==> config.mk <==
export PLATFORM = sky130hd
export DESIGN_NAME = tv80_bus_ctrl
export DESIGN_NICKNAME = d
export VERILOG_FILES = /design/src/rtl/tv80_bus_ctrl.sv
export SDC_FILE = /design/constraint.sdc
export NUM_CORES = 1
export LEC_CHECK = 0
export ABC_AREA = 0
export CAP_MARGIN = 20
export CORE_MARGIN = 10
export CORE_UTILIZATION = 35
export DETAILED_ROUTE_END_ITERATION = 10
export DONT_BUFFER_PORTS = 1
export PLACE_DENSITY = 0.52
export SLEW_MARGIN = 30
export SYNTH_ARGS = -nofsm -noshare
export SYNTH_HDL_FRONTEND = slang
export SYNTH_SLANG_ARGS = --single-unit
==> constraint.sdc <==
create_clock -name clk -period 4.8 [get_ports clk]
set_clock_uncertainty 0.1 [all_clocks]
set_input_delay 1.44 -clock clk [delete_from_list [all_inputs] [get_ports clk]]
set_output_delay 1.44 -clock clk [all_outputs]
set_load 0.05 [all_outputs]
==> src/rtl/tv80_bus_ctrl.sv <==
// Z80 bus-cycle strobe generator with programmable automatic wait states per cycle class.
// Optional build macro TV80_REFRESH_EN: drive mreq_n low during M1 T4 (refresh cycle).
module tv80_bus_ctrl #(
  parameter int DW       = 8,
  parameter int T2_WRITE = 1,
  parameter int M1_WAIT  = 0,
  parameter int MEM_WAIT = 0,
  parameter int IO_WAIT  = 1
) (
  input  logic          clk,
  input  logic          reset_n,
  input  logic          clken,
  input  logic [6:0]    mcycle,
  input  logic [6:0]    tstate,
  input  logic          intcycle_n,
  input  logic          no_read,
  input  logic          write,
  input  logic          iorq,
  input  logic          ext_wait_n,
  input  logic [DW-1:0] di_bus,
  output logic          core_wait_n,
  output logic          rd_n,
  output logic          wr_n,
  output logic          mreq_n,
  output logic          iorq_n,
  output logic [DW-1:0] di_reg,
  output logic          wait_busy
);

  localparam logic [3:0] M1_WCNT  = 4'(M1_WAIT);
  localparam logic [3:0] MEM_WCNT = 4'(MEM_WAIT);
  localparam logic [3:0] IO_WCNT  = 4'(IO_WAIT);
  localparam bit         WR_EARLY = (T2_WRITE != 0);

  logic          rd_n_q, rd_n_d;
  logic          wr_n_q, wr_n_d;
  logic          mreq_n_q, mreq_n_d;
  logic          iorq_n_q, iorq_n_d;
  logic [3:0]    wcnt_q, wcnt_d;
  logic [DW-1:0] di_reg_q;

  logic          access;
  logic          wr_strobe;
  logic          bus_pending;
  logic [3:0]    wcnt_load_val;
  logic          unused_inputs;

  // Only M1 is decoded from mcycle and only T1..T3 from tstate.
  assign unused_inputs = ^{mcycle[6:1], tstate[6:3], tstate[0]};

  assign core_wait_n = ext_wait_n & (wcnt_q == 4'd0);
  assign wait_busy   = (wcnt_q != 4'd0);

  // Strobes are launched in T1 and held through every stalled T2.
  assign access    = tstate[1] | (tstate[2] & ~core_wait_n);
  assign wr_strobe = WR_EARLY ? (access & write) : (tstate[2] & write);

  always_comb begin
    rd_n_d   = 1'b1;
    wr_n_d   = 1'b1;
    mreq_n_d = 1'b1;
    iorq_n_d = 1'b1;
    if (mcycle[0]) begin
      if (access) begin
        rd_n_d   = ~intcycle_n;
        mreq_n_d = ~intcycle_n;
        iorq_n_d = intcycle_n;
      end
`ifdef TV80_REFRESH_EN
      if (tstate[3]) begin
        mreq_n_d = 1'b0;
      end
`endif
    end else begin
      if (access && !no_read && !write) begin
        rd_n_d   = 1'b0;
        iorq_n_d = ~iorq;
        mreq_n_d = iorq;
      end
      if (wr_strobe) begin
        wr_n_d   = 1'b0;
        iorq_n_d = ~iorq;
        mreq_n_d = iorq;
      end
    end
  end

  assign bus_pending = mcycle[0] | ~no_read | write;

  always_comb begin
    if (mcycle[0] && intcycle_n) begin
      wcnt_load_val = M1_WCNT;
    end else if (mcycle[0] || iorq) begin
      wcnt_load_val = IO_WCNT;
    end else begin
      wcnt_load_val = MEM_WCNT;
    end
  end

  // Counter keeps running while ext_wait_n is low, so stalls overlap rather than add.
  always_comb begin
    wcnt_d = wcnt_q;
    if (tstate[1] && bus_pending) begin
      wcnt_d = wcnt_load_val;
    end else if (wcnt_q != 4'd0) begin
      wcnt_d = wcnt_q - 4'd1;
    end
  end

  always_ff @(posedge clk or negedge reset_n) begin
    if (!reset_n) begin
      rd_n_q   <= 1'b1;
      wr_n_q   <= 1'b1;
      mreq_n_q <= 1'b1;
      iorq_n_q <= 1'b1;
      wcnt_q   <= 4'd0;
      di_reg_q <= '0;
    end else if (clken) begin
      rd_n_q   <= rd_n_d;
      wr_n_q   <= wr_n_d;
      mreq_n_q <= mreq_n_d;
      iorq_n_q <= iorq_n_d;
      wcnt_q   <= wcnt_d;
      if (tstate[2] && core_wait_n) begin
        di_reg_q <= di_bus;
      end
    end
  end

  assign rd_n   = rd_n_q;
  assign wr_n   = wr_n_q;
  assign mreq_n = mreq_n_q;
  assign iorq_n = iorq_n_q;
  assign di_reg = di_reg_q;

endmodule

Word level (Yosys, flattened, before mapping)
Cells that the tools add are included.
{ "op_classes": {"addsub": 1, "muxes": 16, "bitwise_logic": 10, "n_reduce_logical": 13} }
{ "op_table": {"columns": ["operator", "count"], "rows": [
  ["$mux W1", 14],
  ["$mux W4", 2],
  ["$logic_and A1 B1 Y1", 5],
  ["$logic_not A4 Y1", 1],
  ["$not A1 Y1", 4],
  ["$reduce_and A2 Y1", 2],
  ["$reduce_bool A4 Y1", 1],
  ["$sub A4 B1 Y4 const B", 1],
  ["$and A1 B1 Y1", 3],
  ["$or A1 B1 Y1", 3],
  ["$logic_not A1 Y1", 2],
  ["$reduce_bool A2 Y1", 1],
  ["$logic_or A1 B1 Y1", 1]
]} }
{ "word_totals": {"regBits": 16, "input_bits": 30, "out_inout_bits": 14, "elab_cells": 46} }

Logic depth before layout (Yosys ltp)
{ "depth": {"word_depth": 10, "ltp_mapped": 7, "depth_no_buf": 6} }

Worst setup path after synthesis
OpenSTA, ideal clock, no wires.
{ "synth_timing": {"kind": "input-to-output", "start": "input port ext_wait_n", "end": "output port core_wait_n", "arrival_time_ns": 1.879, "t_required_ns": 3.260, "path_slack_ns": 1.381, "path_stages": 2, "path_buffers": 0, "path_cell_list": "nand4bb_1 > inv_1"} }
{ "synth_between": {"elab_chain_cells": 1} }
{ "synth_rtl": {"columns": ["element", "line_no", "text"], "rows": [
  ["start: declaration", "19", "input logic ext_wait_n,"],
  ["$and A1 B1 Y1", "51", "assign core_wait_n = ext_wait_n & (wcnt_q == 4'd0);"],
  ["end: declaration", "21", "output logic core_wait_n,"]
]} }
No other way between the ends.

Worst setup path in the final report
Same ends and word-level chain as after synthesis.

==> flow_summary.json <==
{
  "ys_async_sr_fraction": 1.00,
  "antenna_cells": 0,
  "whs_ns": 0.438,
  "synthCells": 73,
  "hold_class": "flop to flop",
  "dpl.cell_count": 97,
  "drtIter0Drc": 19,
  "die_w_microns": 67.6,
  "intPower_w": 0.000308,
  "tritoncts": "done",
  "wirelength_mm": 1.80,
  "io_pins": 44,
  "wl_per_cell_microns": 17.8,
  "timing.final.crit_share": 0.728,
  "area.growth.synth_to_final_pct": 6.77,
  "total_leakage_power_nw": 0.351,
  "r2r_start": "wcnt_q[0]$_DFFE_PN0P_",
  "crit_path_end": "core_wait_n",
  "synth_cell_types": 25,
  "grt_pass1_wl_mm": 2.79,
  "final_common_cell": "dfrtp_1",
  "peakVddDrop_mv": 0.451,
  "numCtsBuffers": 3,
  "ys_ff_latch": 16,
  "setup_viol": 0,
  "slowest_stage": "inv_1",
  "comb_power_share": 0.275,
  "report.final.slew_viol_count": 0,
  "cp_max_fo": 2,
  "p_switching_w": 0.000318,
  "dpl.hpwl_mm": 1.41,
  "clk-insertion-delay-late_ns": 0.29,
  "setup_ws_ns": 1.31,
  "cts_sinks": 16,
  "drtPass1Iterations": 4,
  "min_from": "wcnt_q[1]$_DFFE_PN0P_",
  "die-area_sq_mm": 0.00458,
  "maxCapViolCount": 0,
  "path_buf_inv": 1,
  "grt_util_met2": 0.141,
  "cts_max_path_buffers": 2,
  "cpLargestDelayFamily": "buffers and inverters",
  "grt_max_degree": 19,
  "top_usage_layer": "met2",
  "rsz0062_at_grt": "no",
  "clockPowerShare": 0.144,
  "post_cts_resized": 0,
  "htreeDepth": 1,
  "r2r-end": "di_reg[1]$_DFFE_PN0P_",
  "syn_nets": 105,
  "crit_chain": "nand4bb_1, inv_1",
  "timing.setup.tns_ns": 0,
  "vias": 542,
  "switching_share": 0.508,
  "power_w": 0.000626,
  "grt_usage": 0.0814,
  "worstPathRequired_ns": 3.26,
  "pwr-share-seq": 0.581,
  "holdBufCountCts": 0,
  "path_depth": 2,
  "synth-main-ff-cell": "dfrtp_1",
  "largest_reg_flops": 8,
  "fin_crit_ns": 3.49,
  "first_global_vias": 556,
  "ant_nets": 0,
  "worstMarginPinSlew_ns": 0.573,
  "finalHoldViolCount": 0,
  "cp-startpoint": "ext_wait_n",
  "crit_path_start_kind": "input pin",
  "yosysWarnings": 0,
  "use_met3": 0.0512,
  "syn_avg_cell_area_sq_um": 10.9,
  "status": "completed",
  "coreArea_sq_mm": 0.00219,
  "drive_above_1_share": 0.219,
  "place_congestion": 0.704,
  "vias_per_cell": 5.37,
  "port_buffers": 0,
  "grt_util_met1": 0.0789,
  "layout_common_cells": "dfrtp_1 (12), mux2_2 (8), nand2b_1 (5), o21ai_0 (5), nand3_1 (5)",
  "synth_edf_count": 0,
  "r2r_setup_slack_ns": 2.52,
  "nets": 106,
  "yosysSeqAreaShare": 0.510,
  "drcViolationCount": 0,
  "syn-cell-area_sq_um": 795,
  "die_y_microns": 67.6,
  "cp_slowest_stage_delay_ns": 0.38,
  "grt-ovfl-total": 0,
  "power.density_mw_per_mm2": 738,
  "start_util": 0.363,
  "clockRootBuffer": "clkbuf_4",
  "core.rowCount": 17,
  "timing.slew.headroom": 0.618,
  "critPathCaptureType": "output port",
  "clk_pin_slew_ns": 0.10,
  "post-cts-setup-buffer-count": 0,
  "fmax_ghz": 0.286,
  "antenna_found_initial": 0,
  "reg2reg_depth": 6,
  "critPathKind": "input pin to output port",
  "arrival_ns": 1.95,
  "dp_slack_ns": 1.30,
  "stdcell_count": 101
}
-- worst min-delay path by stage --
stage / end / slack [ns] / cells after the start
global route: wcnt_q[1]$_DFFE_PN0P_ / 0.45 / 1
detailed placement: wcnt_q[1]$_DFFE_PN0P_ / 0.41 / 1
CTS: wcnt_q[1]$_DFFE_PN0P_ / 0.44 / 1
floorplan: wcnt_q[1]$_DFFE_PN0P_ / 0.38 / 1
global placement: wcnt_q[3]$_DFFE_PN0P_ / 0.41 / 1
finish: wcnt_q[1]$_DFFE_PN0P_ / 0.44 / 1
-- per-layer routing --
| metal | wire, microns | share of wire |
|---|---|---|
| met1 | 661 | 0.37 |
| met2 | 964 | 0.54 |
| met3 | 157 | 0.087 |
| met4 | 14 | 0.0078 |
| met5 | 0 | 0 |
-- power groups by stage --
stage,Combinational [W],Sequential (W),Clock (W)
after detailed placement,0.000174,0.000370,0
after floorplan,0.000161,0.000356,0
after global placement,0.000170,0.000370,0
after CTS,0.000175,0.000367,0.0000945
after global routing,0.000195,0.000372,0.000101
final,0.000172,0.000364,0.0000901
-- cell usage after synthesis, drive strengths merged (2+ instances only) --
library cell  instances  area [sq um]
mux2                  8          90.1
dfrtp                12           300
a21oi                 3          15.0
nand2                 3          11.3
nand3                 5          25.0
buf                   2          10.0
dfstp                 4           105
o21ai                 5          25.0
ha                    2          25.0
o311ai                2          17.5
inv                   4          15.0
nand2b                5          31.3
nor2                  2          7.51
o2bb2ai               3          26.3
clkbuf                2          7.51
or3                   2          12.5
-- area by class of cell --
| type | instances | area [sq um] |
|---|---|---|
| Sequential cell | 16 | 405 |
| Inverter | 4 | 15.0 |
| Tap cell | 28 | 35.0 |
| Clock buffer | 4 | 36.3 |
| Fill cell | 227 | 1340 |
| Multi-Input combinational cell | 49 | 357 |
-- kinds of logic after synthesis --
family                     share of synthesized area
AOI/OAI and AO/OA                              0.139
adders and majority gates                     0.0315
buffers and inverters                         0.0409
DFF                                            0.510
muxes                                          0.113
and+or+nand+nor                                0.165
-- stage by stage --
step           area (sq um)   util
5_1_grt                 848  0.387
4_1_cts                 848  0.387
3_3_place_gp            812  0.371
3_5_place_dp            812  0.371
2_1_floorplan           795      -
6_report                848  0.387
Note: power is estimated with default switching activity, not from simulation.
==> RTL edit 1: new RTL, config.mk and constraints unchanged <==
The option `TV80_REFRESH_EN` is turned on by a define.
--- a/src/rtl/tv80_bus_ctrl.sv
+++ b/src/rtl/tv80_bus_ctrl.sv
@@ -1,4 +1,6 @@
 // Z80 bus-cycle strobe generator with programmable automatic wait states per cycle class.
 // Optional build macro TV80_REFRESH_EN: drive mreq_n low during M1 T4 (refresh cycle).
+`define TV80_REFRESH_EN
+
 module tv80_bus_ctrl #(
   parameter int DW       = 8,
Behaviour: not the same (a bounded check fails within 4 cycles, from zero or initial values and one cycle with reset_n low).
==> RTL edit 1 against the unedited design <==
  * Largest cell class unchanged
  * Global-route usage barely moved
  * Final cell count grew 0.99%
  * Area after synthesis grew 2.0%
  * Critical path depth grew 3
  * Total power fell by 4.5%
  * Register-to-register slack better by 0.04 ns
  * Sequential cell count did not move
  * Cell area grew 3.5%
  * Wire length decreased by 3.6%
  * Worst setup slack worse by 0.16 ns
  * Count of clock-buffer cells in the layout did not move
  * First-iteration DRC count down 32%
==> RTL edit 1: results (changes against the unedited design) <==
| Metric | Value |
|---|---|
| Outcome | completed (unchanged) |
| RR Endpoint | di_reg[7]$_DFFE_PN0P_ (was di_reg[1]$_DFFE_PN0P_) |
| Critical Path AT | 2.12 ns (was 1.95 ns) |
| Rel. slew slack | 68.2% (was 61.8%) |
| WL/cell | 17.0 µm (was 17.8 µm) |
| Met2 routed WL | 838 µm (was 964 µm) |
| Nets | 107 (was 106) |
| Synth area leaders | dfrtp_1 (37%), dfstp_2 (13%), mux2_2 (11%) (was dfrtp_1 (38%), dfstp_2 (13%), mux2_2 (11%)) |
| Leak Pwr | 0.387 nW (was 0.351 nW) |
| Filler cell count | 233 (was 227) |
| CP top delay family | simple AND/OR/NAND/NOR gates (was buffers and inverters) |
| Global-route usage over all layers | 8.09% (was 8.14%) |
| Post-synthesis sequential area ratio | 50.0% (was 51.0%) |
| DR WL met3 | 228 µm (was 157 µm) |
| Placed cells | 98 (was 97) |
| Hold Slack | 0.442 ns (was 0.438 ns) |
| DR iter-0 viols | 13 (was 19) |
| Met1 usage | 8.41% (was 7.89%) |
| Finished Layout Cells | 102 (was 101) |
| Max FO, Critical Path | 4 (was 2) |
| Metal-1 WL | 656 µm (was 661 µm) |
| Synth cell count leaders | dfrtp_1 (12), mux2_2 (8), nor2_1 (6) (was dfrtp_1 (12), mux2_2 (8), nand2b_1 (5), nand3_1 (5), o21ai_0 (5)) |
| Peak supply drop | 0.000238 V (was 0.000451 V) |
| Slowest-stage cell, CP | or3b_4 (was inv_1) |
| DR vias | 541 (was 542) |
| Met3 global-route usage | 5.06% (was 5.12%) |
| Reg2Reg Setup Slack | 2.56 ns (was 2.52 ns) |
| Detail Placement HPWL | 1380 µm (was 1410 µm) |
| Setup WS post-layout | 1.14 ns (was 1.31 ns) |
| Synthesized instance count | 71 (was 73) |
| Met2 Usage GRT | 13.0% (was 14.1%) |
| Crit path kind | reg -> out (was in -> out) |
[RTL edit 1: changes by cell type in the layout (fill, tap and decap cells not counted), sizes merged, moves of 3 or more]
cell and change:
nor2 +5, a21oi -3, nand3 -4, nand2b -3
[RTL edit 1: kinds of logic (layout without fill, tap and decap cells)]
family | count (synthesis) | after routing | synth area share, %
AO/OA/AOI/OAI | 17 | 17 | 17.3
adder cells (fa/ha/maj) | 2 | 2 | 3.09
buffers and inverters | 6 | 9 | 2.78
flip-flops | 16 | 16 | 50.0
multiplexers | 8 | 8 | 11.1
AND/OR/NAND/NOR | 22 | 22 | 15.7
[RTL edit 1: cell type report]
type	instances	area share, %
clock buffers	4	4.13
well taps	28	3.99
inverters	5	2.14
multi-input cells	49	43.6
flip-flops and latches	16	46.2
[RTL edit 1: report_power, final]
group          switching [mW]  total [mW]  internal [mW]
Combinational          0.0829       0.152         0.0695
Clock                  0.0436      0.0898         0.0461
Sequential              0.168       0.356          0.187
==> RTL edit 2: new RTL, same flow settings <==
Without the edit above. Make the reset (`reset_n`) synchronous in one clocked block.
--- a/src/rtl/tv80_bus_ctrl.sv
+++ b/src/rtl/tv80_bus_ctrl.sv
@@ -108,5 +108,5 @@
   end
 
-  always_ff @(posedge clk or negedge reset_n) begin
+  always_ff @(posedge clk) begin
     if (!reset_n) begin
       rd_n_q   <= 1'b1;
Function: differs if reset_n is asserted again (counterexample within 4 cycles, from zero or initial values and one cycle with reset_n low); with reset_n held inactive, the same outputs for 10 cycles.
==> RTL edit 2 against the unedited design <==
  * Cell area decreased by 1.8%
  * Core utilization increased by 2.1 points
  * Die area decreased by 1.7%
  * Area after synthesis decreased by 2.4%
  * Wire length increased by 0.72%
  * Critical path type unchanged
  * Worst setup slack improved by 0.078 ns
  * Sequential cell count unchanged
Power is not compared: it rests on default switching activity, and its combinational part moved more than twofold at a synthesized area within 25%.
==> RTL edit 2: results (changes against the unedited design) <==
| Metric | Value |
|---|---|
| Flop pwr share | 52.1% |
| Detail Placement HPWL | 1470 µm (was 1410 µm) |
| Area after DPL | 797 µm² (was 812 µm²) |
| Number of buffers created by CTS | 3 (unchanged) |
| Layout Utilization | 40.8% (was 38.7%) |
| Filler cell count | 223 (was 227) |
| Pre-CTS setup slack | 1.38 ns (was 1.30 ns) |
| Hold endpoint | wcnt_q[1]$_SDFFE_PN0P_ (was wcnt_q[1]$_DFFE_PN0P_) |
| Reg2Reg Setup Slack | 2.72 ns (was 2.52 ns) |
| RR Endpoint | wcnt_q[0]$_SDFFE_PN0P_ (was di_reg[1]$_DFFE_PN0P_) |
| DR iter-0 viols | 36 (was 19) |
| Synth cell count leaders | dfxtp_1 (16), nor2_1 (14), mux2i_1 (10) (was dfrtp_1 (12), mux2_2 (8), nand2b_1 (5), nand3_1 (5), o21ai_0 (5)) |
| Min cycle time layout | 3.41 ns (was 3.49 ns) |
| First-pass GRT wire length | 2800 µm (was 2790 µm) |
| Synthesized instance count | 86 (was 73) |
| Hold Path Depth | 2 (was 1) |
| Global-route usage over all layers | 7.89% (was 8.14%) |
| Finished Layout Cells | 114 (was 101) |
| Worst r2r src | wcnt_q[0]$_SDFFE_PN0P_ (was wcnt_q[0]$_DFFE_PN0P_) |
| Min-delay src | wcnt_q[1]$_SDFFE_PN0P_ (was wcnt_q[1]$_DFFE_PN0P_) |
| Critical path's largest stage delay | 0.43 ns (was 0.38 ns) |
| Post-synthesis sequential area ratio | 41.3% (was 51.0%) |
| Hold Slack | 0.447 ns (was 0.438 ns) |
| Slowest-stage cell, CP | and4bb_2 (was inv_1) |
| Vias in the first global route | 581 (was 556) |
| Critical Path AT | 1.87 ns (was 1.95 ns) |
| Worst Tran Pin Value | 0.602 ns (was 0.573 ns) |
| Synth area leaders | dfxtp_1 (41%), mux2i_1 (13%), nor2_1 (6.8%) (was dfrtp_1 (38%), dfstp_2 (13%), mux2_2 (11%)) |
| Async set or reset register ratio after synthesis | 0% (was 100%) |
| Largest net degree at the start of global routing | 15 (was 19) |
| Fraction of layout cells with a size suffix above 1 | 6.90% (was 21.9%) |
| Clk power | 88.0 µW |
| CP top delay family | simple AND/OR/NAND/NOR gates (was buffers and inverters) |
| Yosys cell types | 32 (was 25) |
| Gpl congestion | 0.777 (was 0.704) |
| DR vias | 621 (was 542) |
| Syn nets | 118 (was 105) |
| R2r worst-path depth | 5 (was 6) |
| WL/cell | 15.9 µm (was 17.8 µm) |
| Outcome | completed (unchanged) |
| Largest register FFs | 8 (unchanged) |
| Max FO, Critical Path | 2 (unchanged) |
RTL edit 2: changes by cell type after synthesis, moves of 4 or more:
cell     before  now
dfrtp_1      12    0
dfstp_2       4    0
dfxtp_1       0   16
mux2_2        8    0
mux2i_1       0   10
nand3_1       5    0
nor2_1        2   14
RTL edit 2: layer usage:
layer	global-route usage [%]	vias up	wire (µm)
li1	-	314	-
met1	9.65	279	758
met2	11.1	24	841
met3	4.35	4	194
met4	3.08	0	17
met5	0	-	0
RTL edit 2: kinds of logic after synthesis:
kind of cell             count (synthesis)  share of synthesized area, %
AND/OR/NAND/NOR                         31                          22.4
adder cells (fa/ha/maj)                  2                          3.23
flip-flops                              16                          41.3
buffers and inverters                   10                          5.00
multiplexers                            10                          12.9
AO/OA/AOI/OAI                           17                          15.2
RTL edit 2: final cells by class:
class / instances / area share (%)
clock buffers: 4 / 4.35
flip-flops and latches: 16 / 38.4
well taps: 27 / 4.05
multi-input cells: 60 / 50.0
inverters: 7 / 3.15
